**config.mk**
```make
export PLATFORM = sky130hd
export DESIGN_NAME = if_prefetch_unit_flat
export DESIGN_NICKNAME = d
export VERILOG_FILES = /design/src/rtl/if_pkg.sv /design/src/rtl/if_prefetch_unit_if.sv /design/src/rtl/if_fetch_queue.sv /design/src/rtl/if_prefetch_unit.sv /design/src/flat_wrapper.sv
export SDC_FILE = /design/constraint.sdc
export NUM_CORES = 1
export LEC_CHECK = 0
export ABC_AREA = 1
export BUFFER_PORTS_ARGS = -buffer_cell sky130_fd_sc_hd__buf_2
export CORE_MARGIN = 2
export CORE_UTILIZATION = 55
export CTS_CLUSTER_SIZE = 10
export DETAILED_ROUTE_END_ITERATION = 6
export PLACE_DENSITY = 0.75
export SLEW_MARGIN = 20
export SYNTH_ARGS = -nofsm -noshare
export SYNTH_HDL_FRONTEND = slang
export SYNTH_HIERARCHICAL = 1
export SYNTH_SLANG_ARGS = --single-unit
```
**constraint.sdc**
```tcl
create_clock -name CLOCK -period 8.2 [get_ports CLOCK]
set_clock_uncertainty 0.2 [all_clocks]
set_input_delay 0.82 -clock CLOCK [delete_from_list [all_inputs] [get_ports CLOCK]]
set_output_delay 0.82 -clock CLOCK [all_outputs]
set_load 0.01 [all_outputs]
```
**src/rtl/if_pkg.sv**
```systemverilog
// Shared types and defaults for the instruction-fetch prefetch unit.
// Holds the boot vector, PC step, redirect-source encoding and queue slot layout.
package if_pkg;

    localparam int PKG_ADDR_W = 32;
    localparam int PKG_DATA_W = 32;
    localparam logic [PKG_ADDR_W-1:0] PKG_RESET_VECTOR = 32'hBFC0_0000;
    localparam int PKG_INC = 4;

    typedef enum logic [1:0] {
        RD_NONE = 2'd0,
        RD_ALT  = 2'd1,
        RD_JFWD = 2'd2
    } redir_src_e;

    typedef struct packed {
        logic [PKG_ADDR_W-1:0] addr;
        logic [PKG_DATA_W-1:0] instr;
        logic                  filled;
    } slot_t;

endpackage

```
**src/rtl/if_prefetch_unit_if.sv**
```systemverilog
// IM request/response bus and ID valid/ready bus of the fetch unit.
// master: fetch unit side; slave: memory + decode side.
interface if_prefetch_unit_if #(
    parameter int ADDR_W = 32,
    parameter int DATA_W = 32
);

    logic              IM_Req_OUT;
    logic [ADDR_W-1:0] IM_Addr_OUT;
    logic              IM_Gnt_IN;
    logic              IM_RValid_IN;
    logic [DATA_W-1:0] IM_RData_IN;
    logic              ID_Valid_OUT;
    logic              ID_Ready_IN;
    logic [DATA_W-1:0] ID_Instr_OUT;
    logic [ADDR_W-1:0] ID_PC_OUT;
    logic [ADDR_W-1:0] ID_PCPlus4_OUT;

    modport master (
        output IM_Req_OUT,
        output IM_Addr_OUT,
        input  IM_Gnt_IN,
        input  IM_RValid_IN,
        input  IM_RData_IN,
        output ID_Valid_OUT,
        input  ID_Ready_IN,
        output ID_Instr_OUT,
        output ID_PC_OUT,
        output ID_PCPlus4_OUT
    );

    modport slave (
        input  IM_Req_OUT,
        input  IM_Addr_OUT,
        output IM_Gnt_IN,
        output IM_RValid_IN,
        output IM_RData_IN,
        input  ID_Valid_OUT,
        output ID_Ready_IN,
        input  ID_Instr_OUT,
        input  ID_PC_OUT,
        input  ID_PCPlus4_OUT
    );

endinterface

```
**src/rtl/if_fetch_queue.sv**
```systemverilog
// In-order fetch queue: slots are reserved at grant, filled at response, popped by ID.
// Ports: reserve (addr), fill (data), pop, flush; head addr/instr/valid and count out.
module if_fetch_queue
    import if_pkg::*;
#(
    parameter int DEPTH = 4
) (
    input  logic                  CLOCK,
    input  logic                  RESET,
    input  logic                  flush_i,
    input  logic                  reserve_i,
    input  logic [PKG_ADDR_W-1:0] reserve_addr_i,
    input  logic                  fill_i,
    input  logic [PKG_DATA_W-1:0] fill_data_i,
    input  logic                  pop_i,
    output logic                  head_valid_o,
    output logic [PKG_ADDR_W-1:0] head_addr_o,
    output logic [PKG_DATA_W-1:0] head_instr_o,
    output logic [$clog2(DEPTH):0] count_o
);

    localparam int PW = $clog2(DEPTH);

    slot_t         slot_q [DEPTH];
    logic [PW-1:0] head_q, head_d;
    logic [PW-1:0] tail_q, tail_d;
    logic [PW-1:0] fptr_q, fptr_d;
    logic [PW:0]   count_q, count_d;
    logic          do_pop;

    assign head_addr_o  = slot_q[head_q].addr;
    assign head_instr_o = slot_q[head_q].instr;
    assign head_valid_o = (count_q != '0) && slot_q[head_q].filled;
    assign do_pop       = pop_i && head_valid_o;
    assign count_o      = count_q;

    always_comb begin
        head_d  = head_q;
        tail_d  = tail_q;
        fptr_d  = fptr_q;
        count_d = count_q;
        if (flush_i) begin
            head_d  = '0;
            tail_d  = '0;
            fptr_d  = '0;
            count_d = '0;
        end else begin
            if (do_pop)    head_d = head_q + 1'b1;
            if (reserve_i) tail_d = tail_q + 1'b1;
            if (fill_i)    fptr_d = fptr_q + 1'b1;
            count_d = count_q
                    + {{PW{1'b0}}, reserve_i}
                    - {{PW{1'b0}}, do_pop};
        end
    end

    always_ff @(posedge CLOCK or negedge RESET) begin
        if (!RESET) begin
            head_q  <= '0;
            tail_q  <= '0;
            fptr_q  <= '0;
            count_q <= '0;
            for (int i = 0; i < DEPTH; i++) begin
                slot_q[i].addr   <= '0;
                slot_q[i].instr  <= '0;
                slot_q[i].filled <= 1'b0;
            end
        end else begin
            head_q  <= head_d;
            tail_q  <= tail_d;
            fptr_q  <= fptr_d;
            count_q <= count_d;
            if (flush_i) begin
                for (int i = 0; i < DEPTH; i++) begin
                    slot_q[i].filled <= 1'b0;
                end
            end else begin
                if (do_pop) begin
                    slot_q[head_q].filled <= 1'b0;
                end
                if (fill_i) begin
                    slot_q[fptr_q].instr  <= fill_data_i;
                    slot_q[fptr_q].filled <= 1'b1;
                end
                // Placed last: when full, a same-cycle pop frees the
                // very slot being reserved, and the reservation wins.
                if (reserve_i) begin
                    slot_q[tail_q].addr   <= reserve_addr_i;
                    slot_q[tail_q].instr  <= '0;
                    slot_q[tail_q].filled <= 1'b0;
                end
            end
        end
    end

endmodule

```
**src/rtl/if_prefetch_unit.sv**
```systemverilog
// Fetch stage: owns the PC, issues pipelined IM requests, queues returns for ID.
// Ports: CLOCK, RESET (async low), STALL, redirect inputs, bus (IM + ID, master).
module if_prefetch_unit
    import if_pkg::*;
#(
    parameter int                ADDR_W       = PKG_ADDR_W,
    parameter int                DATA_W       = PKG_DATA_W,
    parameter logic [ADDR_W-1:0] RESET_VECTOR = PKG_RESET_VECTOR,
    parameter int                INC          = PKG_INC,
    parameter int                DEPTH        = 4,
    parameter int                MAX_OUTST    = 2
) (
    input  logic               CLOCK,
    input  logic               RESET,
    input  logic               STALL,
    input  logic [ADDR_W-1:0]  AltPC_IN,
    input  logic               AltPCEnable_IN,
    input  logic [ADDR_W-1:0]  JumpReg_IN,
    input  logic               JumpFwd_IN,
    if_prefetch_unit_if.master bus
);

    localparam int OW = $clog2(MAX_OUTST + 1);

    logic [ADDR_W-1:0] pc_q, pc_d;
    logic [OW-1:0]     outst_q, outst_d;
    logic [OW-1:0]     disc_q, disc_d;
    logic              pend_q, pend_d;
    logic [ADDR_W-1:0] ptgt_q, ptgt_d;

    redir_src_e        src;
    logic              live;
    logic [ADDR_W-1:0] live_tgt;
    logic              redir_now;
    logic [ADDR_W-1:0] redir_tgt;
    logic              req;
    logic              grant;
    logic              rsp;
    logic              drop;
    logic              fill;

    logic              q_valid;
    logic [ADDR_W-1:0] q_addr;
    logic [DATA_W-1:0] q_instr;
    logic [$clog2(DEPTH):0] q_count;

    always_comb begin
        src = RD_NONE;
        if (JumpFwd_IN)          src = RD_JFWD;
        else if (AltPCEnable_IN) src = RD_ALT;
    end

    assign live     = (src != RD_NONE);
    assign live_tgt = (src == RD_JFWD) ? JumpReg_IN : AltPC_IN;

    // A redirect seen this cycle beats one parked during an earlier stall.
    assign redir_now = !STALL && (live || pend_q);
    assign redir_tgt = live ? live_tgt : ptgt_q;

    assign req = RESET && !STALL && !redir_now
              && ((int'(q_count) + int'(outst_q)) < DEPTH)
              && (int'(outst_q) < MAX_OUTST);
    assign grant = req && bus.IM_Gnt_IN;

    // Responses belonging to a flushed stream are dropped, including
    // one that lands in the redirect cycle itself.
    assign rsp  = bus.IM_RValid_IN;
    assign drop = rsp && (redir_now || (disc_q != '0));
    assign fill = rsp && !drop;

    always_comb begin
        pc_d    = pc_q;
        pend_d  = pend_q;
        ptgt_d  = ptgt_q;
        outst_d = outst_q + OW'(grant) - OW'(rsp);
        disc_d  = disc_q;
        if (redir_now) begin
            pc_d   = redir_tgt;
            pend_d = 1'b0;
            // Everything still in flight after this cycle is stale.
            disc_d = outst_q - OW'(rsp);
        end else begin
            if (grant) pc_d = pc_q + ADDR_W'(INC);
            if (rsp && (disc_q != '0)) disc_d = disc_q - 1'b1;
        end
        if (STALL && live) begin
            pend_d = 1'b1;
            ptgt_d = live_tgt;
        end
    end

    always_ff @(posedge CLOCK or negedge RESET) begin
        if (!RESET) begin
            pc_q    <= RESET_VECTOR;
            outst_q <= '0;
            disc_q  <= '0;
            pend_q  <= 1'b0;
            ptgt_q  <= '0;
        end else begin
            pc_q    <= pc_d;
            outst_q <= outst_d;
            disc_q  <= disc_d;
            pend_q  <= pend_d;
            ptgt_q  <= ptgt_d;
        end
    end

    if_fetch_queue #(
        .DEPTH (DEPTH)
    ) u_queue (
        .CLOCK          (CLOCK),
        .RESET          (RESET),
        .flush_i        (redir_now),
        .reserve_i      (grant),
        .reserve_addr_i (pc_q),
        .fill_i         (fill),
        .fill_data_i    (bus.IM_RData_IN),
        .pop_i          (bus.ID_Ready_IN && !STALL),
        .head_valid_o   (q_valid),
        .head_addr_o    (q_addr),
        .head_instr_o   (q_instr),
        .count_o        (q_count)
    );

    assign bus.IM_Req_OUT     = req;
    assign bus.IM_Addr_OUT    = pc_q;
    assign bus.ID_Valid_OUT   = q_valid;
    assign bus.ID_Instr_OUT   = q_valid ? q_instr : '0;
    assign bus.ID_PC_OUT      = q_valid ? q_addr : '0;
    assign bus.ID_PCPlus4_OUT = q_valid ? (q_addr + ADDR_W'(INC)) : '0;

    a_rvalid_outst: assert property (
        @(posedge CLOCK) disable iff (!RESET)
        bus.IM_RValid_IN |-> (outst_q != '0)
    );

endmodule

```
**src/flat_wrapper.sv**
```systemverilog
// flat-port wrapper written by rule: the top's interface ports become plain ports
module if_prefetch_unit_flat import if_pkg::*;
#(
    parameter int                ADDR_W       = PKG_ADDR_W,
    parameter int                DATA_W       = PKG_DATA_W,
    parameter logic [ADDR_W-1:0] RESET_VECTOR = PKG_RESET_VECTOR,
    parameter int                INC          = PKG_INC,
    parameter int                DEPTH        = 4,
    parameter int                MAX_OUTST    = 2
)
  (CLOCK, RESET, STALL, AltPC_IN, AltPCEnable_IN, JumpReg_IN, JumpFwd_IN, bus_IM_Req_OUT, bus_IM_Addr_OUT, bus_IM_Gnt_IN, bus_IM_RValid_IN, bus_IM_RData_IN, bus_ID_Valid_OUT, bus_ID_Ready_IN, bus_ID_Instr_OUT, bus_ID_PC_OUT, bus_ID_PCPlus4_OUT);
  if_prefetch_unit_if #(.ADDR_W(ADDR_W), .DATA_W(DATA_W)) bus_i ();
  input  logic CLOCK;
  input  logic RESET;
  input  logic STALL;
  input  logic [ADDR_W-1:0] AltPC_IN;
  input  logic AltPCEnable_IN;
  input  logic [ADDR_W-1:0] JumpReg_IN;
  input  logic JumpFwd_IN;
  output wire logic [$bits(bus_i.IM_Req_OUT)-1:0] bus_IM_Req_OUT;
  output wire logic [$bits(bus_i.IM_Addr_OUT)-1:0] bus_IM_Addr_OUT;
  input wire logic [$bits(bus_i.IM_Gnt_IN)-1:0] bus_IM_Gnt_IN;
  input wire logic [$bits(bus_i.IM_RValid_IN)-1:0] bus_IM_RValid_IN;
  input wire logic [$bits(bus_i.IM_RData_IN)-1:0] bus_IM_RData_IN;
  output wire logic [$bits(bus_i.ID_Valid_OUT)-1:0] bus_ID_Valid_OUT;
  input wire logic [$bits(bus_i.ID_Ready_IN)-1:0] bus_ID_Ready_IN;
  output wire logic [$bits(bus_i.ID_Instr_OUT)-1:0] bus_ID_Instr_OUT;
  output wire logic [$bits(bus_i.ID_PC_OUT)-1:0] bus_ID_PC_OUT;
  output wire logic [$bits(bus_i.ID_PCPlus4_OUT)-1:0] bus_ID_PCPlus4_OUT;
  assign bus_IM_Req_OUT = bus_i.IM_Req_OUT;
  assign bus_IM_Addr_OUT = bus_i.IM_Addr_OUT;
  assign bus_i.IM_Gnt_IN = bus_IM_Gnt_IN;
  assign bus_i.IM_RValid_IN = bus_IM_RValid_IN;
  assign bus_i.IM_RData_IN = bus_IM_RData_IN;
  assign bus_ID_Valid_OUT = bus_i.ID_Valid_OUT;
  assign bus_i.ID_Ready_IN = bus_ID_Ready_IN;
  assign bus_ID_Instr_OUT = bus_i.ID_Instr_OUT;
  assign bus_ID_PC_OUT = bus_i.ID_PC_OUT;
  assign bus_ID_PCPlus4_OUT = bus_i.ID_PCPlus4_OUT;
  if_prefetch_unit #(.ADDR_W(ADDR_W), .DATA_W(DATA_W), .RESET_VECTOR(RESET_VECTOR), .INC(INC), .DEPTH(DEPTH), .MAX_OUTST(MAX_OUTST)) u_core (.CLOCK(CLOCK), .RESET(RESET), .STALL(STALL), .AltPC_IN(AltPC_IN), .AltPCEnable_IN(AltPCEnable_IN), .JumpReg_IN(JumpReg_IN), .JumpFwd_IN(JumpFwd_IN), .bus(bus_i));
endmodule
```
Word level (Yosys, flattened, before mapping):

Index checks and enable logic that the tools add are counted.

* word-level logic and storage cells: 124
* flip-flop bits (word level): 338

* mux-type cells: 50
* equal/unequal tests: 1
* bitwise operators: 3
* add/sub/neg operators: 12
* magnitude comparators: 8
* reductions and logical operators: 29

Operators with widths (count)
* 260-bit bitwise mux: 6
* 260-bit two-way mux: 5
* 65-bit demux with 2-bit select: 6
* 32-bit two-way mux: 7
* 65-bit two-way mux: 3
* 65-bit binary-select mux with 2-bit select: 1
* 33-bit two-way mux: 2
* 32-bit by 3-bit adder with 32-bit output, second input constant: 2
* 32-bit by 4-bit < comparator with 1-bit output, second input constant: 1
* 2-bit two-way mux: 9
* 1-bit logical AND: 16
* 2-bit nonzero test: 7
* 1-bit two-way mux: 10
* 3-bit >= comparator, second input constant: 3
* 3-bit by 1-bit < comparator with 1-bit output, second input constant: 3
* 2-bit inverter with 3-bit output: 3
* 2-bit by 1-bit adder with 2-bit output, second input constant: 3
* 3-bit by 2-bit adder with 4-bit output: 1
* 2-bit by 1-bit subtractor with 2-bit output: 2
* 3-bit by 1-bit adder with 3-bit output: 1
* 1-bit logical NOT: 3
* 3-bit two-way mux: 1
* 3-bit nonzero test: 1
* 3-bit by 1-bit subtractor with 3-bit output: 1
* other kinds (5): 6

Logic depth before layout (Yosys ltp):

* word-level depth: 17
* depth in mapped cells: 16

Cells and area by module:

Netlist, hierarchy kept.

Modules (own cells, without submodules)
* if_fetch_queue: seq. area each 6731.5 sq um, cells each 1369, instances 1, area an instance 12179.2 sq um
* if_prefetch_unit: seq. area each 1737.9 sq um, cells each 1015, instances 1, area an instance 5979.5 sq um

Worst setup path after synthesis:

OpenSTA, ideal clock, no wires.

* kind: register to output
* start point: register u_core.u_queue.head_q[0]
* end point: output bus_ID_PCPlus4_OUT[24]
* buffers on the path: 3
* path slack: 4.796 ns
* stages on the path, launching flop included: 16
* arrival: 2.384 ns
* path through: dfrtp_1 buf_6 inv_4 buf_4 buf_2 nor2_1 o22ai_1 ha_1 nand2_1 nor2_1 nand2_1 nor2_2 nand3b_1 nand2_1 nand2_1 nor2_1

* longest elaborated chain between the ends: 6
* elaborated cells on any way between the ends: 7
* classes of those cells: 1 x add/sub; 4 x mux; 1 x bitwise; 1 x reduce/logical

RTL lines
* from (decl): RTL line if_fetch_queue.sv:25 `logic [PW-1:0] head_q, head_d;`
* from (signal assigned): RTL line if_fetch_queue.sv:59 `head_q <= '0;`
* from (signal assigned): RTL line if_fetch_queue.sv:69 `head_q <= head_d;`
* 2-bit inverter with 3-bit output (not written as such): RTL line if_fetch_queue.sv:31 `assign head_addr_o = slot_q[head_q].addr;`
* 65-bit binary-select mux with 2-bit select: RTL line if_fetch_queue.sv:31
* 65-bit two-way mux (not written as such) (2 in series): RTL line if_fetch_queue.sv:33 `assign head_valid_o = (count_q != '0) && slot_q[head_q].filled;`
* via u_core.q_addr[2]: RTL line if_prefetch_unit.sv:43 `logic [ADDR_W-1:0] q_addr;`
* 32-bit by 3-bit adder with 32-bit output: RTL line if_prefetch_unit.sv:130 `assign bus.ID_PCPlus4_OUT = q_valid ? (q_addr + ADDR_W'(INC)) : '0;`
* 32-bit two-way mux: RTL line if_prefetch_unit.sv:130
* to (decl): RTL line flat_wrapper.sv:29 `output wire logic [$bits(bus_i.ID_PCPlus4_OUT)-1:0] bus_ID_PCPlus4_OUT;`

The timed path passes the listed nets, and every way through them passes these cells. The select of a mux whose other input is x is not followed.

Final worst setup path:

Ends and elaborated chain as after synthesis.

==> impl_metrics.csv <==
group,metric,value,unit
cells_and_area,regArea,8470,um2
place,dpl.hpwl,33.7,mm
place,place_area,19200,um2
cts,cts_root_buffer,"clkbuf_16",
cts,cts_buffers,40,
die,die_h,186,um
die,start_util,55.8,%
global_route,grt_pass1_wl,84.3,mm
cts,postCtsSetupBuffers,0,
cells_and_area,antenna_cells,0,
worst_setup_path,crit_buf_inv,2,
cts,h-tree-depth,2,
die,fp.coreArea,32500,um2
synth,yosysUniqueCellTypes,47,
route,drt_iter0_drc,1572,
cts,path_clk_slew,0.06,ns
route,drt-total-wl,52.1,mm
power,p_per_area,225,nW/um2
route,num_vias,17100,
worst_setup_path,cp_max_fo,88,
cells_and_area,postLayoutCoreUtil,62.7,%
global_route,grt_use_total,30.4,%
die,fp-row-count,66,
synth,synth_area_leaders,"dfrtp_1 (45%), nand2_1 (10%), o21ai_0 (9.3%)",
power,p_leak,10.4,nW
die,io_pins,234,
synth,syn_area_per_cell,7.62,um2
sta,fmax,189,MHz
synth,synthTopCellsByCount,"nand2_1 (499), o21ai_0 (337), dfrtp_1 (329), nor2_1 (284), inv_1 (209)",
min_path,min_path_type,"in -> async",
cells_and_area,drive_above_1_share,13.9,%
synth,synth.most_common_cell,"nand2_1",
worst_setup_path,crit_required,7.18,ns
worst_setup_path,path_cells,"buf_4 -> o21ai_0 -> o22ai_1 -> ha_1 -> nand2_1 -> nor2_1 -> nand2_1 -> nor2_2 -> nand3b_1 -> nand2_1 -> nand2_1 -> nor2_1 -> buf_2",
worst_setup_path,cp_common_cell,"nand2_1",
cells_and_area,multi_input_comb_area,8030,um2
global_route,grt_start_max_net_pins,97,
cells_and_area,fin_nets,2651,
global_route,antenna_found_initial,0,
sta,fin_tns_setup,0,ns
synth,syn_area,18200,um2
synth,ys_seq_area_share,46.6,%
cells_and_area,n_fill_cell,2987,
synth,synth-edff-count,0,
sta,rsz0062_at_grt,"no",
cts,clkSinkCount,338,
synth,postSynthCellCount,2384,
sta,setup_viol,0,
synth,synth_seq_cells,338,
cells_and_area,synthToLayoutAreaGrowth,12.3,%
synth,yosys_warnings,6,
route,post_drt_wl_per_cell,17.4,um
global_route,grt_pass1_vias,16500,
worst_setup_path,cp-start-kind,"register",
synth,synth.largest_area_cell,"dfrtp_1",
place,place_ws,3.58,ns
cts,clk_path_buf_depth,3,
worst_setup_path,cpPeakStageDelay,0.76,ns
power,total_power,4.59,mW
route,firstDrtPassIters,6,
cts,cts_hold_buf,0,
die,die_x,186,um
place,dp_cells,2922,
power,peakVddDrop,0.148,mV
sta,period_share,64.5,%
synth,post-synth-top-area-fraction,45.3,%
place,gp_congestion,0.969,
die,dieArea,34500,um2
sta,hold_viol,0,
worst_setup_path,path_class,"reg -> out",
sta,tightest_slew,1.12,ns
worst_setup_path,arrival,4.27,ns
cells_and_area,fin_cells,2987,
job,cap_violations,0,
worst_setup_path,cpMaxStageDelayCell,"buf_4",
cts,post_cts_resized,0,
route,drc,0,
sta,slew_headroom,25.5,%
sta,fin_crit,5.29,ns
route,final_antenna_net_count,0,
cts,clk_latency,0.53,ns
sta,setup_slack,2.91,ns
sta,hold_slack,0.0949,ns
run_status,outcome,"completed",
worst_setup_path,crit_path_end_kind,"output pin",
route,vias_per_cell,5.74,
cells_and_area,fin_area,20400,um2
global_route,grt-ovfl-total,0,
synth,async_flop_share,100,%
synth,synthFlopType,"dfrtp_1",
worst_setup_path,critical_path.top_delay_family,"simple AND/OR/NAND/NOR gates",
place,numPortBuffers,233,
synth,syn_nets,2510,
cts,cts_tree,"done",
sta,drv_slew,0,
==> sequential cells by signal, indices dropped and copies added, names as in the netlist <==
name / count
u_core/u_queue/slot_q: 260
u_core/bus.IM_Addr_OUT: 32
u_core/ptgt_q: 32
u_core/u_queue/count_o: 3
u_core/disc_q: 2
u_core/outst_q: 2
u_core/u_queue/fptr_q: 2
u_core/u_queue/head_q: 2
u_core/u_queue/tail_q: 2
u_core/pend_q: 1
==> final cells by class <==
class	instances	area share (%)
sequential	338	41.6
multi-input combinational	1676	39.4
timing repair buffer	252	6.73
clock buffer	60	5.48
inverter	217	4.04
tap	442	2.71
clock inverter	2	0.0859
==> power breakdown <==
group / leakage, nW / switching (mW) / internal (mW)
Sequential: 4.42 / 0.207 / 1.96
Clock: 0.549 / 0.657 / 0.931
Combinational: 5.41 / 0.519 / 0.322
==> layer usage <==
layer / GRT usage (%) / vias up / share of wire [%]
met4: 12.1 / 0 / 3.6
li1: - / 8121 / -
met5: 0 / - / 0
met3: 4.44 / 127 / 6.8
met2: 50.7 / 730 / 47
met1: 40.1 / 8165 / 42
==> logic make-up (layout without fill, tap and decap cells) <==
logic type | after synthesis | count (layout) | synth area share, %
simple gates | 909 | 909 | 20.7
compound gates | 728 | 728 | 20.9
buf+inv | 370 | 531 | 9.30
flops | 338 | 338 | 46.6
fa+ha+maj | 22 | 22 | 1.56
xor+xnor | 16 | 16 | 0.772
mux | 1 | 1 | 0.0551
==> layout by cell type, fill, tap and decap left out, types with 10 or more instances in the layout <==
cell type,count
a21oi_1,186
o211ai_1,10
clkbuf_16,41
o21ai_1,102
inv_1,208
buf_2,232
o21ai_0,337
nand3_1,52
dfrtp_1,327
nand2_1,499
xor2_1,11
a31oi_1,20
o22ai_1,66
buf_4,16
nor3_1,15
nor2_1,284
ha_1,21
clkbuf_1,17
==> final timing paths <==
check	from	endpoint	slack, ns	depth (start not counted)
worst max-delay path	u_core/u_queue/head_q[0]	bus_ID_PCPlus4_OUT[24]	2.91	13
worst min-delay path	RESET	u_core/u_queue/slot_q[213]	0.09	1
worst max register to register	u_core/u_queue/head_q[0]	u_core/u_queue/count_o[2]	4.10	14
worst min register to register	u_core/u_queue/slot_q[106]	u_core/u_queue/slot_q[106]	0.28	2
max in group asynchronous	RESET	u_core/u_queue/slot_q[169]	5.60	3
min in group CLOCK	u_core/u_queue/slot_q[106]	u_core/u_queue/slot_q[106]	0.28	2
==> worst register-to-register path, cell delays in order, from the launching register on <==
cell     delay, ns
dfrtp_4       0.68
inv_4         0.61
buf_4         0.73
nand2_1       0.15
nand3_1       0.18
nand2_2       0.13
nand3_2       0.10
inv_2         0.06
ha_1          0.28
inv_1         0.06
ha_1          0.13
inv_1         0.05
fa_1          0.38
o21ai_0       0.18
a21oi_1       0.06
Note: power is estimated with default switching activity, not from simulation.
